`config.mk`:
```
export PLATFORM = sky130hd
export DESIGN_NAME = tick_gen_flat
export DESIGN_NICKNAME = d
export VERILOG_FILES = /design/src/rtl/tick_gen_if.sv /design/src/rtl/tick_gen.sv /design/src/flat_wrapper.sv
export SDC_FILE = /design/constraint.sdc
export NUM_CORES = 1
export LEC_CHECK = 0
export CAP_MARGIN = 15
export CORE_AREA = 10 10 57 82
export CTS_BUF_LIST = sky130_fd_sc_hd__clkbuf_8 sky130_fd_sc_hd__clkbuf_16
export DETAILED_ROUTE_END_ITERATION = 10
export DIE_AREA = 0 0 67 92
export PLACE_DENSITY_LB_ADDON = 0.1
export SLEW_MARGIN = 40
export SYNTH_ARGS = -nofsm -noshare
export SYNTH_HDL_FRONTEND = slang
export SYNTH_SLANG_ARGS = --single-unit
```
`constraint.sdc`:
```
create_clock -name clk -period 1.9 [get_ports clk]
set_clock_uncertainty 0.15 [all_clocks]
set_input_delay 0.19 -clock clk [delete_from_list [all_inputs] [get_ports clk]]
set_output_delay 0.19 -clock clk [all_outputs]
set_load 0.005 [all_outputs]
```
`src/rtl/tick_gen_if.sv`:
```
// Control/status bundle between a tick_gen and whatever drives it.
// The controller side is the master; the rate generator itself is the slave.
interface tick_gen_if #(
    parameter int DIV_WIDTH = 8,
    parameter int REP_WIDTH = 4
);
    logic                 start;
    logic                 stop;
    logic                 oneshot;
    logic [REP_WIDTH-1:0] reps;
    logic [DIV_WIDTH-1:0] period;
    logic                 period_load;
    logic                 tick;
    logic                 busy;
    logic                 done;

    modport master (
        output start, stop, oneshot, reps, period, period_load,
        input  tick, busy, done
    );

    modport slave (
        input  start, stop, oneshot, reps, period, period_load,
        output tick, busy, done
    );
endinterface

```
`src/rtl/tick_gen.sv`:
```
// Programmable tick generator: one-cycle enable every period+1 clocks, either
// free-running or as a burst of reps+1 ticks, with period changes applied at tick boundaries.
module tick_gen #(
    parameter int DIV_WIDTH = 8,
    parameter int REP_WIDTH = 4
) (
    input  logic      clk,
    input  logic      rst,
    tick_gen_if.slave bus
);
    typedef enum logic {
        IDLE = 1'b0,
        RUN  = 1'b1
    } state_t;

    state_t               r_state,      w_state_nxt;
    logic [DIV_WIDTH-1:0] r_div_cnt,    w_div_cnt_nxt;
    logic [DIV_WIDTH-1:0] r_per_act,    w_per_act_nxt;
    logic [DIV_WIDTH-1:0] r_per_shadow, w_per_shadow_nxt;
    logic [REP_WIDTH-1:0] r_rep_cnt,    w_rep_cnt_nxt;
    logic                 r_mode_os,    w_mode_os_nxt;
    logic                 r_done,       w_done_nxt;
    logic                 w_tick;
    logic [DIV_WIDTH-1:0] w_per_src;

    // Tick is decoded purely from registers so the downstream counter sees a clean enable.
    assign w_tick    = (r_state == RUN) && (r_div_cnt == r_per_act);
    assign w_per_src = bus.period_load ? bus.period : r_per_shadow;

    assign bus.tick = w_tick;
    assign bus.busy = (r_state == RUN);
    assign bus.done = r_done;

    always_ff @(posedge clk) begin
        if (rst) begin
            r_state      <= IDLE;
            r_div_cnt    <= '0;
            r_per_act    <= '0;
            r_per_shadow <= '0;
            r_rep_cnt    <= '0;
            r_mode_os    <= 1'b0;
            r_done       <= 1'b0;
        end else begin
            r_state      <= w_state_nxt;
            r_div_cnt    <= w_div_cnt_nxt;
            r_per_act    <= w_per_act_nxt;
            r_per_shadow <= w_per_shadow_nxt;
            r_rep_cnt    <= w_rep_cnt_nxt;
            r_mode_os    <= w_mode_os_nxt;
            r_done       <= w_done_nxt;
        end
    end

    always_comb begin
        w_state_nxt      = r_state;
        w_div_cnt_nxt    = r_div_cnt;
        w_per_act_nxt    = r_per_act;
        w_per_shadow_nxt = bus.period_load ? bus.period : r_per_shadow;
        w_rep_cnt_nxt    = r_rep_cnt;
        w_mode_os_nxt    = r_mode_os;
        w_done_nxt       = 1'b0;

        case (r_state)
            IDLE: begin
                w_per_act_nxt = w_per_src;
                if (bus.start && !bus.stop) begin
                    w_state_nxt   = RUN;
                    w_div_cnt_nxt = '0;
                    w_mode_os_nxt = bus.oneshot;
                    w_rep_cnt_nxt = bus.reps;
                end
            end
            RUN: begin
                if (w_tick) begin
                    // Only a tick boundary may swap the period, so no interval is ever cut short.
                    w_div_cnt_nxt = '0;
                    w_per_act_nxt = w_per_src;
                    if (r_mode_os) begin
                        if (r_rep_cnt == '0) begin
                            w_state_nxt = IDLE;
                            w_done_nxt  = 1'b1;
                        end else begin
                            w_rep_cnt_nxt = r_rep_cnt - REP_WIDTH'(1);
                        end
                    end
                end else begin
                    w_div_cnt_nxt = r_div_cnt + DIV_WIDTH'(1);
                end
                if (bus.stop) begin
                    w_state_nxt = IDLE;
                end
            end
            default: w_state_nxt = IDLE;
        endcase
    end
endmodule

```
`src/flat_wrapper.sv`:
```
// flat-port wrapper written by rule: the top's interface ports become plain ports
module tick_gen_flat 
#(
    parameter int DIV_WIDTH = 8,
    parameter int REP_WIDTH = 4
)
  (clk, rst, bus_start, bus_stop, bus_oneshot, bus_reps, bus_period, bus_period_load, bus_tick, bus_busy, bus_done);
  tick_gen_if #(.DIV_WIDTH(DIV_WIDTH), .REP_WIDTH(REP_WIDTH)) bus_i ();
  input  logic clk;
  input  logic rst;
  input wire logic [$bits(bus_i.start)-1:0] bus_start;
  input wire logic [$bits(bus_i.stop)-1:0] bus_stop;
  input wire logic [$bits(bus_i.oneshot)-1:0] bus_oneshot;
  input wire logic [$bits(bus_i.reps)-1:0] bus_reps;
  input wire logic [$bits(bus_i.period)-1:0] bus_period;
  input wire logic [$bits(bus_i.period_load)-1:0] bus_period_load;
  output wire logic [$bits(bus_i.tick)-1:0] bus_tick;
  output wire logic [$bits(bus_i.busy)-1:0] bus_busy;
  output wire logic [$bits(bus_i.done)-1:0] bus_done;
  assign bus_i.start = bus_start;
  assign bus_i.stop = bus_stop;
  assign bus_i.oneshot = bus_oneshot;
  assign bus_i.reps = bus_reps;
  assign bus_i.period = bus_period;
  assign bus_i.period_load = bus_period_load;
  assign bus_tick = bus_i.tick;
  assign bus_busy = bus_i.busy;
  assign bus_done = bus_i.done;
  tick_gen #(.DIV_WIDTH(DIV_WIDTH), .REP_WIDTH(REP_WIDTH)) u_core (.clk(clk), .rst(rst), .bus(bus_i));
endmodule
```
# After elaboration in Yosys (flattened, before gate mapping)
# Cells that the tools add are included.
dict set report totals {
  regBits 31
  latchBits 0
  ram_bits 0
  mem_bits_ro 0
  word_cells 42
  memories 0
}
dict set report classes {
  add_sub_neg 2
  multipliers 0
  div 0
  order_cmp 0
  n_eq_ne 5
  n_shift 0
  mux 18
  bitwise_logic 3
  reduce_logical 7
}
# cell n
set ops {}
lappend ops {{8-bit 2-to-1 mux} 4}
lappend ops {{8-bit one-hot mux with 2 select lines} 2}
lappend ops {{4-bit 2-to-1 mux} 4}
lappend ops {{8-bit by 1-bit adder with 8-bit output (second input constant)} 1}
lappend ops {{8-bit == test} 1}
lappend ops {{4-bit one-hot mux with 2 select lines} 1}
lappend ops {{1-bit 2-to-1 mux} 6}
lappend ops {{2-bit != test (second input constant)} 3}
lappend ops {{4-bit logical NOT} 1}
lappend ops {{4-bit AND reduction} 1}
lappend ops {{4-bit OR reduction} 1}
lappend ops {{4-bit by 1-bit subtractor with 4-bit output (second input constant)} 1}
lappend ops {{1-bit NOT} 3}
lappend ops {{1-bit logical AND} 2}
lappend ops {{2-bit by 1-bit != test with 1-bit output (second input constant)} 1}
lappend ops {{1-bit one-hot mux with 2 select lines} 1}
lappend ops {{2-bit AND reduction} 1}
lappend ops {{1-bit logical NOT} 1}

# Depth between registers and ports, before layout
dict set report depth {
  ltp_word 6
  ltp_mapped 7
  ltp_nobuf 7
}

# Worst setup path before layout
# No wires, ideal clock.
dict set report synth_timing {
  path_type {register to register}
  from {register u_core.r_rep_cnt[0]}
  to {register u_core.r_rep_cnt[2]}
  setup_time_ns 0.135
  arrival_time_ns 1.479
  path_slack_ns 0.136
  stages_incl_launch_ff 8
  synth_period_minus_slack_ns 1.764
  path_cell_list {dfxtp_1 inv_1 ha_1 nor3b_1 nand2b_1 or4_4 nand3_1 a21oi_1}
}
dict set report synth_via {
  elab_chain_len 5
  elab_cells_between_ends 8
  classes_between {add/sub (1); eq/ne (1); mux (4); reduce/logical (2)}
}
# element line_no
set synth_lines {}
lappend synth_lines {{start: declaration} tick_gen.sv:20} ;# logic [REP_WIDTH-1:0] r_rep_cnt, w_rep_cnt_nxt;
lappend synth_lines {{start signal: assignment} tick_gen.sv:48} ;# r_rep_cnt <= w_rep_cnt_nxt;
lappend synth_lines {{4-bit by 1-bit subtractor with 4-bit output} tick_gen.sv:83} ;# w_rep_cnt_nxt = r_rep_cnt - REP_WIDTH'(1);
lappend synth_lines {{4-bit 2-to-1 mux} tick_gen.sv:79} ;# if (r_rep_cnt == '0) begin
lappend synth_lines {{4-bit 2-to-1 mux} tick_gen.sv:78} ;# if (r_mode_os) begin
lappend synth_lines {{4-bit 2-to-1 mux} tick_gen.sv:74} ;# if (w_tick) begin
lappend synth_lines {{4-bit one-hot mux with 2 select lines} tick_gen.sv:63} ;# case (r_state)
# Parallel ways exist; a longest one is shown, timed or not. The select of a mux whose other input is x is not followed.
# A chain may end at the register's enable or synchronous reset.

# Final worst setup path
dict set report layout_timing {
  from {register u_core.r_div_cnt[7]}
  to {register u_core.r_rep_cnt[2]}
}
dict set report layout_via {
  elab_chain_len 4
}
# element line_no
set layout_lines {}
lappend layout_lines {{start: declaration} tick_gen.sv:17} ;# logic [DIV_WIDTH-1:0] r_div_cnt, w_div_cnt_nxt;
lappend layout_lines {{start signal: assignment} tick_gen.sv:45} ;# r_div_cnt <= w_div_cnt_nxt;
lappend layout_lines {{8-bit == test} tick_gen.sv:27} ;# assign w_tick = (r_state == RUN) && (r_div_cnt == r_per_act);
lappend layout_lines {{1-bit logical AND} tick_gen.sv:27}
lappend layout_lines {{2-bit != test (no line)} -}
lappend layout_lines {{4-bit AND reduction (no line)} -}
# No other way between the ends.

==> metrics <==
outcome completed; worst r2r dst u_core.r_rep_cnt[2]$_SDFFE_PP0P_; WHS 0.3160 ns; CTS max path bufs 2; Max Fclk between 500 and 600 MHz; R2R cell count 6; Worst Hold Launch bus_oneshot; Worst Path Arrival between 1.5 and 2 ns; syn avg cell area 9.264 um^2; CTS tree built; design area around 2000 um^2; Max-slew headroom between 60% and 70%; Routed wire per std cell 14.23 um; Fin. Hold Viols 0; total wire length ~3.4 mm; ys flop type dfxtp_1; IO Count 21; Post-synth ARST share 0%; total track usage a little under an eighth; hold_buf cts 0; pin count of the biggest net entering global routing 33; root buffer cell clkbuf_8; vias per inst 5.356; P&R area growth vs syn 34.40%; placed cells ~230; number of port buffers 20; Synthesized Nets about 180; Worst Hold Endpoint u_core.r_mode_os$_SDFFE_PP0P_; CP endpoint kind flop; leading area contributor after synthesis dfxtp_1; final design utilization 61.01%; Crit. Startpoint u_core.r_div_cnt[7]$_SDFFE_PP0P_; delay-heaviest family, CP simple AND/OR/NAND/NOR gates; Nets ~220; CTS HTree Levels 2; number of cells on the worst hold path 3; layout cell share with drive strength beyond 1 between 20% and 30%; count of different cell masters after synthesis 43; initial DRC count 44; final clock period utilization by the worst path a little over nine tenths; worst slew pin tran 0.4596 ns; CP required ~1.9 ns; antenna violations before repair 0; worst path bufs/invs 1; Setup crit start kind flop; max-slew violation count 0; Layout fillers approximately 300; Core Box Area around 3300 um^2; top post-synthesis cells by area dfxtp_1 42%, mux2i_1 6.7%, nor2_1 5.3%; Post-synth EDFFs 0; Die X about 67 um; pwr dens about 760 nW/um^2; worst-skew pair later-pin latency approximately 0.28 ns; top-area cell type share of the netlist area approximately two fifths; setup bufs post-CTS 0; dpl cell area about 1800 um^2; Slowest cell on crit path or4_4; CTS Buf Count 5; Lkg Pwr a little under 0.8 nW; CP Max Fanout 6; setup_tns 0 ns; final std cells w/o fill roughly 240; Synth Register Bits 31; crit path cell chain xnor2_2, nand4_4, buf_4, or4_4, nand3_1, a21oi_1; Detail Route Antenna Nets 0; Cell Rows 26; drt first pass iters 4; RSZ-0062 raised after global routing no; final setup vio count 0; GP Congestion between 0.7 and 0.8; Initial Util between 40% and 50%; R2R Setup Slk around 0.07 ns; Peak VDD IR 0.7051 mV; detailed-route via count between 1000 and 1500; GRT overflow 0; first-pass GRT wire length between 5 and 6 mm; register area share after synthesis 41.61%; type of the tightest min-delay check input pin to flop; cells after synthesis approximately 160; YS warnings 0; Post-Syn Area around 1500 um^2; slowest cell delay on critical path between 0.5 and 0.6 ns; Setup Slack @ Placement between 0.015 and 0.02 ns; total of max-cap violations 0; worst setup margin 0.07184 ns; Post-DP HPWL between 2 and 3 mm; die area slightly above 6000 um^2; # clock sinks 31; minimum clock period approximately 1.8 ns; Pwr Total 1.533 mW; Crit Path Category flop to flop; Reg clk slew, reported paths around 0.070 ns; R2R Path Start u_core.r_div_cnt[7]$_SDFFE_PP0P_; die height just over 90 um; vias in the first global route ~1300; # DRC 0; n_diodes 0
-- cell type report --
| class | count | area (um^2) | share of cell area (%) |
|---|---|---|---|
| sequential | 31 | 620.6 | 30.96 |
| tap | 42 | 52.55 | 2.622 |
| timing repair buffer | 35 | 336.6 | 16.79 |
| clock inverter | 1 | 3.754 | 0.1873 |
| multi-input combinational | 119 | 879.6 | 43.88 |
| inverter | 4 | 15.01 | 0.7491 |
| clock buffer | 7 | 96.34 | 4.806 |
-- registers in the layout (all words and copies together), names as in the netlist --
name / cells
u_core.r_div_cnt: 8
u_core.r_per_act: 8
u_core.r_per_shadow: 8
u_core.r_rep_cnt: 4
u_core.bus.busy: 1
u_core.bus.done: 1
u_core.r_mode_os: 1
-- worst reg2reg max path: cells and delay by family (launching register included) --
family,cells,cell delay [ns]
and+or+nand+nor,3,0.75
DFF,1,0.35
xor gates and xnor gates,1,0.21
buffers and inverters,1,0.20
AOI/OAI and AO/OA,1,0.06
-- synthesized netlist by cell type, types with 2 or more instances --
master    number
dfxtp_1       31
nor2_1        21
nand2_1       12
mux2i_1       10
a211oi_1       7
a21oi_1        7
xnor2_1        7
clkbuf_1       5
nand3_1        5
nor3_1         5
nor4_1         4
xor2_1         4
ha_1           3
inv_1          3
nand4_1        3
o21ai_0        3
a211oi_2       2
a21o_1         2
nand2b_1       2
or2_2          2
-- metal layers --
metal / share of wire [%] / vias up / track usage, %
li1: - / 650 / -
met1: 39 / 590 / 12.01
met2: 53 / 36 / 21.27
met3: 6.8 / 4 / 4.019
met4: 1.1 / 0 / 4.811
met5: 0 / - / 0
-- power breakdown --
group | switching (mW) | internal (mW)
Combinational | 0.135 | 0.134
Sequential | 0.0226 | 0.684
Clock | 0.232 | 0.325
Total | 0.390 | 1.14
-- what timing repair did --
action | CTS | global route
endpoints found under the setup margin | 1 | 2
pin swaps | 1 | 0
gates resized for setup | 7 | 3
-- cells by family (layout without fill, tap and decap cells) --
group / Yosys count / in the layout / synth area share (%)
AO/OA/AOI/OAI: 29 / 29 / 14.60
AND/OR/NAND/NOR: 64 / 64 / 22.99
multiplexers: 11 / 11 / 7.467
adder cells (fa/ha/maj): 3 / 3 / 2.517
buffers and inverters: 11 / 47 / 3.271
XOR/XNOR: 12 / 12 / 7.550
flip-flops: 31 / 31 / 41.61
-- layout by cell type (no fill, tap or decap), drive strengths merged, types with 5 or more instances in the layout --
cell	count
clkdlybuf4s50	19
nor4	5
buf	15
nand3	5
a211oi	9
a21oi	7
dfxtp	31
clkbuf	7
nor3	5
nand4	5
mux2i	10
nand2	12
xnor2	8
nor2	22
-- worst max path at each step --
stage                                             to  slack (ns)  cells past startpoint
global route        u_core.r_rep_cnt[3]$_SDFFE_PP0P_       0.005                      6
floorplan           u_core.r_rep_cnt[2]$_SDFFE_PP0P_        0.14                      7
global placement                            bus_tick        0.05                      4
finish              u_core.r_rep_cnt[2]$_SDFFE_PP0P_        0.07                      6
detailed placement                          bus_tick        0.02                      4
CTS                 u_core.r_rep_cnt[2]$_SDFFE_PP0P_        0.06                      6
Note: power is estimated with default switching activity, not from simulation.
